<file path="src/rtl/led_serial_tx_if.sv">
// Parallel-write / LED-chain bundle for led_serial_tx.
// The master writes words; the slave drives the 595-style serial chain.
interface led_serial_tx_if #(
    parameter int WIDTH = 16
);
    logic             wr_en;
    logic [WIDTH-1:0] wr_data;
    logic             busy;
    logic             done;
    logic             pend;
    logic             led_sclk;
    logic             led_sdat;
    logic             led_lat;

    modport master (
        output wr_en,
        output wr_data,
        input  busy,
        input  done,
        input  pend,
        input  led_sclk,
        input  led_sdat,
        input  led_lat
    );

    modport slave (
        input  wr_en,
        input  wr_data,
        output busy,
        output done,
        output pend,
        output led_sclk,
        output led_sdat,
        output led_lat
    );
endinterface

</file>
<file path="src/rtl/led_serial_tx.sv">
// LED bank serialiser: shifts a word MSB-first into a 74HC595-style chain,
// then pulses the latch; a one-deep pending slot absorbs writes mid-frame.
module led_serial_tx #(
    parameter int WIDTH   = 16,
    parameter int CLK_DIV = 4
) (
    input  logic          clk,
    input  logic          rst,
    led_serial_tx_if.slave bus
);
    localparam int DIV_W = (CLK_DIV > 1) ? $clog2(CLK_DIV) : 1;
    localparam int BIT_W = $clog2(WIDTH);
    localparam logic [DIV_W-1:0] DIV_LAST = DIV_W'(CLK_DIV - 1);
    localparam logic [BIT_W-1:0] BIT_LAST = BIT_W'(WIDTH - 1);

    typedef enum logic [2:0] {
        S_IDLE,
        S_SHIFT_LO,
        S_SHIFT_HI,
        S_LATCH,
        S_DONE
    } state_t;

    state_t           r_state;
    state_t           w_state_n;
    logic [DIV_W-1:0] r_div;
    logic [DIV_W-1:0] w_div_n;
    logic [BIT_W-1:0] r_bit;
    logic [BIT_W-1:0] w_bit_n;
    logic [WIDTH-1:0] r_shift;
    logic [WIDTH-1:0] w_shift_n;
    logic [WIDTH-1:0] r_pdata;
    logic [WIDTH-1:0] w_pdata_n;
    logic             r_pend;
    logic             w_pend_n;

    logic r_busy;
    logic r_done;
    logic r_sclk;
    logic r_sdat;
    logic r_lat;

    logic w_div_end;
    logic w_can_launch;
    logic w_from_pend;
    logic w_from_wr;

    always_comb begin
        w_state_n = r_state;
        w_div_n   = r_div;
        w_bit_n   = r_bit;
        w_shift_n = r_shift;
        w_pdata_n = r_pdata;
        w_pend_n  = r_pend;

        w_div_end    = (r_div == DIV_LAST);
        w_can_launch = (r_state == S_IDLE) || (r_state == S_DONE);
        w_from_pend  = w_can_launch && r_pend;
        w_from_wr    = w_can_launch && !r_pend && bus.wr_en;

        unique case (r_state)
            S_IDLE: begin
                w_state_n = S_IDLE;
            end
            S_SHIFT_LO: begin
                if (w_div_end) begin
                    w_div_n   = '0;
                    w_state_n = S_SHIFT_HI;
                end else begin
                    w_div_n = r_div + 1'b1;
                end
            end
            S_SHIFT_HI: begin
                if (w_div_end) begin
                    w_div_n = '0;
                    if (r_bit == BIT_LAST) begin
                        w_state_n = S_LATCH;
                    end else begin
                        w_shift_n = {r_shift[WIDTH-2:0], 1'b0};
                        w_bit_n   = r_bit + 1'b1;
                        w_state_n = S_SHIFT_LO;
                    end
                end else begin
                    w_div_n = r_div + 1'b1;
                end
            end
            S_LATCH: begin
                if (w_div_end) begin
                    w_div_n   = '0;
                    w_state_n = S_DONE;
                end else begin
                    w_div_n = r_div + 1'b1;
                end
            end
            S_DONE: begin
                w_state_n = S_IDLE;
            end
            default: begin
                w_state_n = S_IDLE;
            end
        endcase

        // DONE relaunches straight into SHIFT_LO so back-to-back frames have no gap
        if (w_from_pend || w_from_wr) begin
            w_state_n = S_SHIFT_LO;
            w_div_n   = '0;
            w_bit_n   = '0;
            w_shift_n = w_from_pend ? r_pdata : bus.wr_data;
        end

        if (w_from_pend) begin
            w_pend_n = 1'b0;
        end
        if (bus.wr_en && !w_from_wr) begin
            w_pend_n  = 1'b1;
            w_pdata_n = bus.wr_data;
        end
    end

    always_ff @(posedge clk) begin
        if (rst) begin
            r_state <= S_IDLE;
            r_div   <= '0;
            r_bit   <= '0;
            r_shift <= '0;
            r_pdata <= '0;
            r_pend  <= 1'b0;
            r_busy  <= 1'b0;
            r_done  <= 1'b0;
            r_sclk  <= 1'b0;
            r_sdat  <= 1'b0;
            r_lat   <= 1'b0;
        end else begin
            r_state <= w_state_n;
            r_div   <= w_div_n;
            r_bit   <= w_bit_n;
            r_shift <= w_shift_n;
            r_pdata <= w_pdata_n;
            r_pend  <= w_pend_n;
            r_busy  <= (w_state_n != S_IDLE);
            r_done  <= (w_state_n == S_DONE);
            r_sclk  <= (w_state_n == S_SHIFT_HI);
            r_lat   <= (w_state_n == S_LATCH);
            r_sdat  <= ((w_state_n == S_SHIFT_LO) ||
                        (w_state_n == S_SHIFT_HI)) ?
                       w_shift_n[WIDTH-1] : 1'b0;
        end
    end

    assign bus.busy     = r_busy;
    assign bus.done     = r_done;
    assign bus.pend     = r_pend;
    assign bus.led_sclk = r_sclk;
    assign bus.led_sdat = r_sdat;
    assign bus.led_lat  = r_lat;
endmodule

</file>
<file path="src/flat_wrapper.sv">
// flat-port wrapper written by rule: the top's interface ports become plain ports
module led_serial_tx_flat 
#(
    parameter int WIDTH   = 16,
    parameter int CLK_DIV = 4
)
  (clk, rst, bus_wr_en, bus_wr_data, bus_busy, bus_done, bus_pend, bus_led_sclk, bus_led_sdat, bus_led_lat);
  led_serial_tx_if #(.WIDTH(WIDTH)) bus_i ();
  input  logic clk;
  input  logic rst;
  input wire logic [$bits(bus_i.wr_en)-1:0] bus_wr_en;
  input wire logic [$bits(bus_i.wr_data)-1:0] bus_wr_data;
  output wire logic [$bits(bus_i.busy)-1:0] bus_busy;
  output wire logic [$bits(bus_i.done)-1:0] bus_done;
  output wire logic [$bits(bus_i.pend)-1:0] bus_pend;
  output wire logic [$bits(bus_i.led_sclk)-1:0] bus_led_sclk;
  output wire logic [$bits(bus_i.led_sdat)-1:0] bus_led_sdat;
  output wire logic [$bits(bus_i.led_lat)-1:0] bus_led_lat;
  assign bus_i.wr_en = bus_wr_en;
  assign bus_i.wr_data = bus_wr_data;
  assign bus_busy = bus_i.busy;
  assign bus_done = bus_i.done;
  assign bus_pend = bus_i.pend;
  assign bus_led_sclk = bus_i.led_sclk;
  assign bus_led_sdat = bus_i.led_sdat;
  assign bus_led_lat = bus_i.led_lat;
  led_serial_tx #(.WIDTH(WIDTH), .CLK_DIV(CLK_DIV)) u_core (.clk(clk), .rst(rst), .bus(bus_i));
endmodule
</file>
<file path="config.mk">
export PLATFORM = sky130hd
export DESIGN_NAME = led_serial_tx_flat
export DESIGN_NICKNAME = d
export VERILOG_FILES = /design/src/rtl/led_serial_tx_if.sv /design/src/rtl/led_serial_tx.sv /design/src/flat_wrapper.sv
export SDC_FILE = /design/constraint.sdc
export NUM_CORES = 1
export LEC_CHECK = 0
export BUFFER_PORTS_ARGS = -buffer_cell sky130_fd_sc_hd__buf_4
export CORE_MARGIN = 4
export CORE_UTILIZATION = 57
export CTS_CLUSTER_SIZE = 40
export DETAILED_ROUTE_END_ITERATION = 8
export MAX_ROUTING_LAYER = met4
export PLACE_DENSITY = 0.87
export SLEW_MARGIN = 25
export SYNTH_ARGS = -nofsm -noshare
export SYNTH_HDL_FRONTEND = slang
export SYNTH_SLANG_ARGS = --single-unit
</file>
<file path="constraint.sdc">
create_clock -name clk -period 1.91 [get_ports clk]
set_clock_uncertainty 0.1 [all_clocks]
set_input_delay 0.0955 -clock clk [delete_from_list [all_inputs] [get_ports clk]]
set_output_delay 0.0955 -clock clk [all_outputs]
set_load 0.1 [all_outputs]
</file>
**Yosys cells after proc, flatten, opt, wreduce, memory -nomap -nowiden**

Cells that the tools add are included.

- Div/mod/pow operators: 0
- $lt $le $gt $ge: 0
- Equality and inequality tests: 11
- Muxes and demuxes: 14
- Add/subtract/negate cells: 2
- $mul: 0
- Bitwise operators: 2
- Reduce and logical (&&, ||, !) cells: 19
- Shifts and indexed selects: 0

Operators by type and width:

| cell | count |
|---|---|
| $mux W16 | 5 |
| $eq A3 B2 Y1 const B | 4 |
| $mux W3 | 4 |
| $pmux W3 S3 | 1 |
| $eq A3 B1 Y1 const B | 2 |
| $eq A3 B3 Y1 const B | 2 |
| $reduce_and A3 Y1 | 2 |
| $reduce_bool A2 Y1 | 3 |
| $add A4 B1 Y4 const B | 1 |
| $eq A4 B4 Y1 const B | 1 |
| $logic_and A1 B1 Y1 | 4 |
| $mux W2 | 2 |
| $reduce_or A2 Y1 | 2 |
| $logic_not A3 Y1 | 1 |
| $logic_or A1 B1 Y1 | 3 |
| $reduce_bool A3 Y1 | 1 |
| $reduce_or A3 Y1 | 1 |
| $add A2 B1 Y2 const B | 1 |
| $eq A2 B2 Y1 const B | 1 |
| $logic_not A1 Y1 | 2 |
| $mux W1 | 2 |
| $ne A2 B2 Y1 const B | 1 |
| $not A1 Y1 | 2 |

- Memories kept: 0
- RAM bits: 0
- Bits in latches: 0
- Output and inout port bits: 6
- Register bits: 47
- Logic and storage cells: 60
- Memory bits (read-only): 0
- Bits of input ports: 19

**Longest topological paths before layout**

- Word-level depth: 10
- Gate-level depth with buffers: 7

**Least setup slack after synthesis**

Ideal clock, no wire load.

- Path type: flip-flop to flip-flop
- Start point: register u_core.r_pend, in the netlist u_core.bus.pend
- End point: register u_core.r_shift[12]
- Path buffers: 3
- Required time: 1.672 ns
- Data arrival time: 1.969 ns
- Clock period less this slack: 2.207 ns
- Slack: -0.297 ns
- Cell stages (with the launch flop): 7
- Path through: dfxtp_1 -> clkbuf_1 -> o21ai_1 -> buf_4 -> buf_2 -> a211oi_1 -> a311oi_1

- Word-level cells in the longest chain between the ends: 6
- Elaborated cells between the ends (all ways): 11
- Those cells by class: eq/ne: 1; mux: 2; reduce/logical: 8

Ends and longest elaborated chain:

| element | RTL line | text |
|---|---|---|
| start: declaration | led_serial_tx.sv:34 | `logic r_pend;` |
| start signal: assignment | led_serial_tx.sv:139 | `r_pend <= w_pend_n;` |
| $logic_not A1 Y1 | led_serial_tx.sv:59 | `w_from_wr = w_can_launch && !r_pend && bus.wr_en;` |
| $logic_and A1 B1 Y1 (2 in series) | led_serial_tx.sv:59 |  |
| $logic_or A1 B1 Y1 | led_serial_tx.sv:104 | `if (w_from_pend \|\| w_from_wr) begin` |
| $ne A2 B2 Y1 (no line) / $reduce_bool A2 Y1 (equally long branches) | n/a |  |
| $reduce_and A3 Y1 (no line) | n/a |  |
| end signal: assignment | led_serial_tx.sv:137 | `r_shift <= w_shift_n;` |
| end: declaration | led_serial_tx.sv:30 | `logic [WIDTH-1:0] r_shift;` |

Parallel ways exist; a longest one is shown, timed or not.
A chain may end at the register's enable or synchronous reset.

**Worst setup path in the final report**

- Start point: register u_core.r_state[1]
- End point: register u_core.r_sdat, in the netlist u_core.bus.led_sdat

- Word-level cells in the longest chain between the ends: 10
- Elaborated cells between the ends (all ways): 23
- Those cells by class: eq/ne: 6; mux: 8; bitwise: 1; reduce/logical: 8

Ends and longest elaborated chain:

| element | RTL line | text |
|---|---|---|
| start: declaration | led_serial_tx.sv:24 | `state_t r_state;` |
| start signal: assignment | led_serial_tx.sv:134 | `r_state <= w_state_n;` |
| $eq A3 B3 Y1 / $logic_not A3 Y1 (equally long branches) | led_serial_tx.sv:57 | `w_can_launch = (r_state == S_IDLE) \|\| (r_state == S_DONE);` |
| $logic_or A1 B1 Y1 | led_serial_tx.sv:57 |  |
| $logic_and A1 B1 Y1 (2 in series) | led_serial_tx.sv:59 |  |
| $logic_or A1 B1 Y1 | led_serial_tx.sv:104 |  |
| $mux W3 | led_serial_tx.sv:104 |  |
| $eq A3 B1 Y1 / $eq A3 B2 Y1 (equally long branches) | led_serial_tx.sv:144, led_serial_tx.sv:145 |  |
| $logic_or A1 B1 Y1 | led_serial_tx.sv:144 | `r_sdat <= ((w_state_n == S_SHIFT_LO) \|\|` |
| $not A1 Y1 (no line) | n/a |  |
| $reduce_or A2 Y1 (no line) | n/a |  |
| end signal: assignment | led_serial_tx.sv:144 |  |
| end: declaration | led_serial_tx.sv:40 | `logic r_sdat;` |

Parallel ways exist; a longest one is shown, timed or not. The select of a mux whose other input is x is not followed.

==> impl_metrics.csv <==
group,metric,value,unit
run_status,run_status,"finished clean",
setup_path,cp_max_fo,16,
setup_path,max_stage_delay,530,ps
routing,final_antenna_net_count,0,
clocking,clock_path_buffers,2,
global_routing,grt_overflow,0,
synth,synth_most_common_cell,"nand2_1",
synth,synth_edf_count,0,
place,place.gp.congestion,0.8143,
pwr,clock_power_share,0.304,
pwr,swShare,0.2882,
sta,tns,0,ps
global_routing,grt_pass1_wl,8894,um
clocking,cts_sinks,47,
routing,dr.pass1.iters,6,
synth,synth_ff_type,"dfxtp_1",
routing,vias_per_cell,5.851,
setup_path,cp.required,2040,ps
setup_path,start_kind,"flip-flop",
floorplan,die_x,70.65,um
flow_run,cap_violations,0,
sta,slew_viol_final,0,
synth,netlist_area,0.002237,mm2
place,dp_hpwl,3228,um
setup_path,cp-endpoint,"u_core.bus.led_sdat$_SDFF_PP0_",
global_routing,grt_antenna_before_repair,0,
routing,drt_iter0_markers,141,
synth,ys_warn_count,0,
routing,wl_per_cell,14.93,um
synth,syn_avg_cell_area,8.348,um2
synth,ys_types,43,
setup_path,rr_worst_depth,5,
synth,synthTopCellsByArea,"dfxtp_1 42%, nand2_1 11%, a21oi_1 5.6%",
final_layout,syn_to_final_growth,22.37,%
setup_path,crit_slowest_cell,"dfxtp_1",
global_routing,grt_usage,0.2303,
synth,synthTopCellsByCount,"66 x nand2_1, 47 x dfxtp_1, 25 x a21oi_1",
synth,synth_nets,290,
sta,min_period,1756,ps
sta,setup_violations,0,
final_layout,drive_above_1_share,0.1694,
sta,worst_pin_slew,443.1,ps
setup_path,r2r-end,"u_core.bus.led_sdat$_SDFF_PP0_",
pwr,p_int,1510,uW
hold_path,hp-class,"in2reg",
clocking,htree_levels,2,
sta,slew-limit-headroom,0.7046,
clocking,clock_latency,310,ps
clocking,cts_tree,"yes",
synth,syn_inst,268,
global_routing,grt_max_degree,43,
synth,ys_ff_latch,47,
pwr,leakage,0.001031,uW
setup_path,startpoint,"u_core.r_state[1]$_SDFF_PP0_",
global_routing,grt_pass1_vias,1940,
pwr,ir_drop,0.6510,mV
sta,rsz0062_at_grt,"false",
pwr,pwr-share-seq,0.514,
final_layout,fillers,256,
setup_path,path_buf_inv,1,
setup_path,crit_chain,"and4bb_1 > and2_1 > buf_12 > nand4b_1 > a32oi_1",
pwr,fin_total_pwr,2121,uW
floorplan,ios,25,
sta,max_clock_freq,569.5,MHz
floorplan,fp.dieH,70.65,um
sta,min_period_over_period,0.9193,
synth,async_flop_share,0,
setup_path,worst_ep_arrival_time,1880,ps
synth,netlist.area_leader.share,0.4206,
setup_path,cp.depth,5,
routing,drt-total-wl,5301,um
routing,vias,2077,
setup_path,r2r_slack,150,ps
final_layout,diodes,0,
clocking,cts_buffers,5,
clocking,cts.clk_slew.worst_paths,90,ps
floorplan,row_count,22,
setup_path,cp-end-kind,"flip-flop",
pwr,power_switching,611.4,uW
floorplan,die_area,0.004991,mm2
synth,synth.largest_area_cell,"dfxtp_1",
final_layout,nets,328,
setup_path,crit_type,"reg2reg",
setup_path,critPathTopFamily,"simple AND/OR/NAND/NOR gates",
floorplan,start_util,0.6020,
synth,synth_seq_area_share,0.4206,
pwr,power_frac_comb,0.182,
pwr,power_density,774.9,mW/mm2
clocking,cts_setup_buffers,0,
clocking,root_buffer,"clkbuf_8",
place,io_buffers,24,
floorplan,core-area,0.003716,mm2
routing,route.detailed.drc,0,
setup_path,rr_startpoint,"u_core.r_state[1]$_SDFF_PP0_",
sta,finalHoldViolCount,0,
-- cell usage in the layout (no fill, tap or decap), types with 2 or more instances in the layout --
cell,count
a211o_1,2
a211oi_1,9
a211oi_2,2
a21o_1,2
a21oi_1,25
a22oi_1,2
a311oi_1,10
a311oi_2,3
a32oi_1,2
and2b_1,2
buf_12,4
buf_4,31
clkbuf_8,6
dfxtp_1,46
dlygate4sd3_1,16
ha_1,3
inv_1,6
mux2i_1,2
nand2_1,66
nand2b_1,5
nand3_1,6
nand4b_1,2
nor2_1,12
nor2b_1,9
nor3_1,5
nor4b_1,2
o21ai_0,6
o21ai_2,2
xor2_1,3
-- logic make-up after synthesis --
| group | count (synthesis) | synth area share |
|---|---|---|
| DFF | 47 | 0.4206 |
| adders and majority gates | 3 | 0.01678 |
| xor gates and xnor gates | 4 | 0.01566 |
| muxes | 2 | 0.008949 |
| buffers and inverters | 26 | 0.07159 |
| and+or+nand+nor | 117 | 0.2478 |
| AOI/OAI and AO/OA | 69 | 0.2187 |
-- final cells by class --
class                      instances  area [um2]  area share
multi-input combinational        195        1145      0.4182
sequential                        47       942.2      0.3441
timing repair buffer              51       473.0      0.1728
clock buffer                       7       86.33     0.03154
tap                               48       60.06     0.02194
inverter                           6       22.52    0.008227
clock inverter                     1       8.758    0.003199
-- sequential cells by signal (all words and copies together), names as in the netlist --
name                 cells
u_core.bus.busy          1
u_core.bus.done          1
u_core.bus.led_lat       1
u_core.bus.led_sclk      1
u_core.bus.led_sdat      1
u_core.bus.pend          1
u_core.r_bit             4
u_core.r_div             2
u_core.r_pdata          16
u_core.r_shift          16
u_core.r_state           3
-- how the worst min path moves through the flow --
| stage | start | endpoint | slack (ps) | depth (start not counted) |
|---|---|---|---|---|
| after CTS | bus_wr_en | u_core.bus.pend$_SDFFE_PP0P_ | 10 | 3 |
| final | bus_wr_en | u_core.bus.pend$_SDFFE_PP0P_ | 20 | 3 |
| after floorplan | bus_wr_data[0] | u_core.r_pdata[0]$_SDFFE_PP0P_ | 130 | 2 |
| after global routing | bus_wr_en | u_core.bus.pend$_SDFFE_PP0P_ | 20 | 3 |
| after global placement | bus_wr_data[7] | u_core.r_pdata[7]$_SDFFE_PP0P_ | 250 | 3 |
| after detailed placement | bus_wr_data[12] | u_core.r_pdata[12]$_SDFFE_PP0P_ | 260 | 3 |
-- per-layer routing --
| metal | global-route usage | vias to the layer above | part of all wire |
|---|---|---|---|
| met2 | 0.3690 | 64 | 0.50 |
| met5 | - | - | 0 |
| li1 | - | 1014 | - |
| met1 | 0.2777 | 986 | 0.42 |
| met3 | 0.05966 | 13 | 0.052 |
| met4 | 0.08977 | 0 | 0.023 |
-- worst reg2reg max path, delay by kind of cell (launching register included) --
kind	cells	cell delay [ps]
simple gates	3	640
flops	1	530
compound gates	1	250
buf+inv	1	150
-- power by group through the flow --
| stage | Clock (uW) | Combinational (uW) | Sequential, uW |
|---|---|---|---|
| after global routing | 706 | 421 | 1100 |
| after floorplan | 0 | 221 | 1130 |
| after global placement | 0 | 342 | 1110 |
| after detailed placement | 0 | 352 | 1110 |
| after CTS | 652 | 378 | 1090 |
| final | 646 | 385 | 1090 |
-- what timing repair did --
item                                    4_1_cts  5_1_grt
endpoints found under the setup margin        0        1
hold buffers                                 16        0
resized for setup                             0        1
endpoints found under the hold margin        16        0
-- per-stage QoR --
| step | hold slack [ps] | std cells | area, um2 | worst slack, ps | util |
|---|---|---|---|---|---|
| after detailed placement | 258.4 | 331 | 2477 | 167.1 | 0.6667 |
| after CTS | 14.19 | 355 | 2733 | 142.1 | 0.7354 |
| final | 20.77 | 355 | 2738 | 154.1 | 0.7367 |
| after global placement | 250.0 | 331 | 2477 | 232.0 | 0.6667 |
| after global routing | 15.56 | 355 | 2738 | 42.30 | 0.7367 |
| after floorplan | 131.5 | 268 | 2238 | 13.49 | - |
Power figures use the tool's default switching activity.
